### src/rtl/mem_responder.sv
// mem_responder
// -------------
// Single-outstanding-request word memory with a fixed access latency.
// A request is captured in IDLE, waits LATENCY cycles in WAIT, and the
// array access happens on the edge that leaves WAIT. The following DONE
// cycle presents a one-cycle Ready strobe together with Err.
//
// Ports
//   Clk      : clock, all state changes on the rising edge
//   Reset    : synchronous active-high reset (clears the FSM, outputs and array)
//   Req      : access request, only honoured in IDLE
//   Wr       : 1 = write, 0 = read, captured with Req
//   Address  : byte address, captured with Req
//   DataIn   : write data, captured with Req
//   DataOut  : registered read data, held until the next valid read completes
//   Ready    : one-cycle completion strobe (DONE)
//   Busy     : high while a request is in flight (WAIT or DONE)
//   Err      : misaligned/out-of-range flag for the completing request
module mem_responder #(
    parameter int LATENCY   = 2,
    parameter int ADDR_BITS = 6
) (
    input  logic        Clk,
    input  logic        Reset,
    input  logic        Req,
    input  logic        Wr,
    input  logic [31:0] Address,
    input  logic [31:0] DataIn,
    output logic [31:0] DataOut,
    output logic        Ready,
    output logic        Busy,
    output logic        Err
);

    localparam int         DEPTH    = 1 << ADDR_BITS;
    localparam logic [3:0] CNT_LOAD = 4'(LATENCY - 1);

    typedef enum logic [1:0] {
        IDLE = 2'd0,
        WAIT = 2'd1,
        DONE = 2'd2
    } state_t;

    state_t                 state_r;
    state_t                 nextState_s;
    logic                   accept_s;
    logic                   access_s;
    logic                   badAddr_s;
    logic [3:0]             cnt_r;
    logic                   capWr_r;
    logic [ADDR_BITS-1:0]   capIdx_r;
    logic [31:0]            capData_r;
    logic                   capErr_r;
    logic [31:0]            memArray_r [DEPTH];

    // Address legality, evaluated on the live inputs so it can be captured with the request
    always_comb begin
        badAddr_s = (Address[1:0] != 2'b00) || (Address[31:ADDR_BITS+2] != '0);
    end

    // Next-state logic plus the accept/access strobes that drive the datapath
    always_comb begin
        nextState_s = state_r;
        accept_s    = 1'b0;
        access_s    = 1'b0;
        case (state_r)
            IDLE: begin
                if (Req) begin
                    nextState_s = WAIT;
                    accept_s    = 1'b1;
                end else begin
                    nextState_s = IDLE;
                end
            end
            WAIT: begin
                // The access edge is the one on which the counter has already reached zero
                if (cnt_r == 4'd0) begin
                    nextState_s = DONE;
                    access_s    = 1'b1;
                end else begin
                    nextState_s = WAIT;
                end
            end
            DONE: begin
                nextState_s = IDLE;
            end
            default: begin
                nextState_s = IDLE;
            end
        endcase
    end

    // State register, latency counter, request capture and registered status outputs
    always_ff @(posedge Clk) begin
        if (Reset) begin
            state_r   <= IDLE;
            cnt_r     <= 4'd0;
            capWr_r   <= 1'b0;
            capIdx_r  <= '0;
            capData_r <= 32'd0;
            capErr_r  <= 1'b0;
            Ready     <= 1'b0;
            Busy      <= 1'b0;
            Err       <= 1'b0;
        end else begin
            state_r <= nextState_s;
            if (accept_s) begin
                cnt_r     <= CNT_LOAD;
                capWr_r   <= Wr;
                capIdx_r  <= Address[ADDR_BITS+1:2];
                capData_r <= DataIn;
                capErr_r  <= badAddr_s;
            end else if ((state_r == WAIT) && (cnt_r != 4'd0)) begin
                cnt_r <= cnt_r - 4'd1;
            end else begin
                cnt_r <= cnt_r;
            end
            // Outputs are flops loaded from the next state so they line up with DONE exactly
            Ready <= (nextState_s == DONE);
            Busy  <= (nextState_s != IDLE);
            Err   <= (nextState_s == DONE) && capErr_r;
        end
    end

    // Word array and read-data register; an erroneous request touches neither
    always_ff @(posedge Clk) begin
        if (Reset) begin
            for (int i = 0; i < DEPTH; i++) begin
                memArray_r[i] <= 32'd0;
            end
            DataOut <= 32'd0;
        end else if (access_s && !capErr_r) begin
            if (capWr_r) begin
                memArray_r[capIdx_r] <= capData_r;
            end else begin
                DataOut <= memArray_r[capIdx_r];
            end
        end
    end

endmodule

### config.mk
export PLATFORM = sky130hd
export DESIGN_NAME = mem_responder
export DESIGN_NICKNAME = d
export VERILOG_FILES = /design/src/rtl/mem_responder.sv
export SDC_FILE = /design/constraint.sdc
export NUM_CORES = 2
export LEC_CHECK = 0
export CAP_MARGIN = 20
export CORE_ASPECT_RATIO = 0.75
export CORE_MARGIN = 3
export CORE_UTILIZATION = 35
export CTS_CLUSTER_SIZE = 14
export DETAILED_ROUTE_END_ITERATION = 8
export PLACE_DENSITY_LB_ADDON = 0.05
export SLEW_MARGIN = 20
export SYNTH_ARGS = -nofsm -noshare
export SYNTH_HDL_FRONTEND = slang
export SYNTH_SLANG_ARGS = --single-unit
### constraint.sdc
create_clock -name Clk -period 3.7 [get_ports Clk]
set_input_delay 1.11 -clock Clk [delete_from_list [all_inputs] [get_ports Clk]]
set_output_delay 1.11 -clock Clk [all_outputs]
set_load 0.1 [all_outputs]
==> impl_metrics.ini <==
[sta]
fin_skew_ps = 54.3
grt_setup_unrepaired = no
slew-limit-headroom = 0.204
finalCriticalPeriod_ps = 3790
tightestPinTransition_ps = 1190
postLayoutSetupSlackWorst_ps = -89.4
setup_tns_ps = -89.4
fin_crit_sh = 1.02
clock.fmax_ghz = 0.264
hold_viol = 0
finalSetupViolCount = 1
drv_slew = 0

[status]
violations = negative setup slack
status = finished, violations left

[finish]
finalInstanceArea_mm2 = 0.113
nets = 7387
drive_above_1_share = 0.205
final_common_cell = and2_1
mostFrequentLayoutCells = and2_1, edfxtp_1, buf_4, mux2i_1, clkbuf_16
area_delta_synth_final_pct = 17.9

[clock_tree]
cts_tree = done
path_clk_slew_ps = 70
worst_skew_pair.late_latency_ps = 910
cts.sinks = 2129
cts_root_buf = clkbuf_16
clk_path_buf_depth = 4
h-tree-depth = 4
cts_inserted_buffers = 231

[route]
drtIter0Drc = 8415
via_per_inst = 5.67
wire_per_inst_um = 37.2
wl_mm = 414
drtAntennaViolNets = 0
num_vias = 63140
drt_first_pass_iters = 6
drc = 0

[setup_path]
crit_path_end_kind = flip-flop
cp.buffers_inverters = 3
crit_path_frequent_cell = buf_12
required_ps = 4440
critPathKind = reg2reg
start_kind = flip-flop
crit_chain = buf_12 > buf_12 > buf_12 > mux4_2 > and3_1 > a21oi_2 > o211ai_1 > nor4b_1 > a311oi_1
cp_top_family = compound AO/OA/AOI/OAI gates
slowest_delay_ps = 670
cp_max_fo = 28
crit_slowest_cell = dfxtp_4
crit_arrival_ps = 4530

[place]
port_buffers = 102
dp_slack_ps = -284
gp_routability_congestion = 0.900
dpl_cell_area_mm2 = 0.106
hpwl_mm = 265

[yosys]
synth_top_cell_by_area = edfxtp_1
avgSynthCellArea_um2 = 13.7
yosys_warnings = 0
synth_simple_gate_area_frac = 0.160
synth_top_family_by_area = simple AND/OR/NAND/NOR gates
synth_area_leaders = edfxtp_1, and2_1, mux4_2, mux2i_1, clkbuf_1
synth_seq_area_share = 0.656
yosysUniqueCellTypes = 75
syn_area_mm2 = 0.0963
synth_cells = 7029
synth_compound_area_frac = 0.0757
synth_top_area_share = 0.639
ys.flop_type = edfxtp_1
syn_nets = 7099
synth_seq_cells = 2129
synthMuxAreaShare = 0.0765
synthXorXnorAreaFrac = 0.000273
synth_edf_count = 2048
synth_fa_ha_area_frac = 0.000260
async_flop_share = 0

[floorplan]
die_area_mm2 = 0.281
fp.dieH_um = 460
rows = 166
start_util = 0.352
io_pins = 103
die_x_um = 612
core_area_mm2 = 0.273

[global_route]
antenna_found_initial = 52
use_met3 = 0.0454
grt_max_degree = 108
gr-total-overflow = 0
first_global_vias = 60895
grt_usage = 0.290
grtUsageMet2 = 0.439
busiest_layer = met2
grt_pass1_wl_mm = 559
grtUsageMet1 = 0.427

[power]
power_per_cell_area_mw_per_mm2 = 500
power_leakage_nw = 40.7
vdd_drop_max_mv = 0.339

[flow_run]
drv_cap = 0

[hold_path]
min_path_type = in2reg
[worst register-to-register path: cells and delay by family, from the launching register on]
family                 cells  cell delay [ps]
muxes                      1              310
and+or+nand+nor            2              880
DFF                        1              670
AOI/OAI and AO/OA          3              980
buffers and inverters      3              770
[stage by stage]
step                      instances  power, mW  hold slack, ps  utilization
after CTS                     11115       57.1             340        0.415
after detailed placement      10691       34.5             513        0.389
final                         11136       56.7             408        0.415
after global placement        10689       34.5             503        0.389
after floorplan                7029       30.6             469            -
after global routing          11117       58.2             377        0.415
[repair_timing]
item,4_1_cts,5_1_grt
gates resized for setup,3,2
endpoints found under the setup margin,4,2
buffers inserted,5,0
pin swaps,0,1
hold buffers,0,0
gates cloned,0,0
[cell type report]
| class | instances | area [um2] |
|---|---|---|
| fill | 25074 | 160000 |
| sequential | 2129 | 63200 |
| multi-input combinational | 4153 | 30400 |
| timing repair buffer | 797 | 8120 |
| clock buffer | 311 | 6280 |
| tap | 3612 | 4520 |
| clock inverter | 108 | 811 |
| antenna | 21 | 52.6 |
| inverter | 5 | 33.8 |
[worst paths after layout]
check                                           startpoint                    endpoint  slack, ps  cells past startpoint
worst max-delay path              capIdx_r[2]$_SDFFE_PP0P_     DataOut[6]$_SDFFE_PP0P_        -90                      9
worst min-delay path                                 Reset            Ready$_SDFF_PP0_        410                      2
worst max register to register    capIdx_r[2]$_SDFFE_PP0P_     DataOut[6]$_SDFFE_PP0P_        -90                      9
worst min register to register  capData_r[31]$_SDFFE_PP0P_  capData_r[31]$_SDFFE_PP0P_        510                      2
[kinds of logic after synthesis]
group                    count (synthesis)
buffers and inverters                  747
AO/OA/AOI/OAI                         1008
AND/OR/NAND/NOR                       2598
adder cells (fa/ha/maj)                  2
flip-flops                            2129
multiplexers                           542
XOR/XNOR                                 3
[synthesized netlist by cell type (9+ instances only)]
cell type  number
buf_2         129
mux2i_1       251
a31oi_1        36
and2_1       2055
nand2_1       181
buf_1          33
dfxtp_1        81
clkbuf_1      557
or2_2          67
nor4_1         11
nand3_1        22
a2bb2oi_1      10
buf_4          23
a22oi_1       142
and3_1         17
o22ai_1       117
a311oi_1       27
mux2_2        151
a221o_1        50
a21oi_1       171
a222oi_1       12
o2bb2ai_1      11
nor2_1        177
nor3_1         16
a22o_1         24
o21ai_0       103
mux4_2        140
nor2b_1         9
a211oi_1       22
a221oi_1      192
o22a_1         22
edfxtp_1     2048
[flip-flops by register name (all words and copies together), names as in the netlist, 2 cells and up]
name,flops
DataOut,32
capData_r,32
capIdx_r,6
cnt_r,4
memArray_r,2048
state_r,2
[power by group]
part           internal (mW)  switching (mW)  leakage [nW]
logic                   1.93            4.18          15.4
registers               27.1           0.765          21.8
clock network           12.6            10.1          3.49
total                   41.7            15.0          40.7
[per-layer routing]
metal	part of all wire	up-vias	wire [um]
met4	0.034	4	14200
met3	0.076	531	31400
met5	0.000065	-	27
met1	0.45	33471	186000
met2	0.44	2724	183000
li1	-	26410	-
No activity file was read; power rests on OpenSTA's default activity.
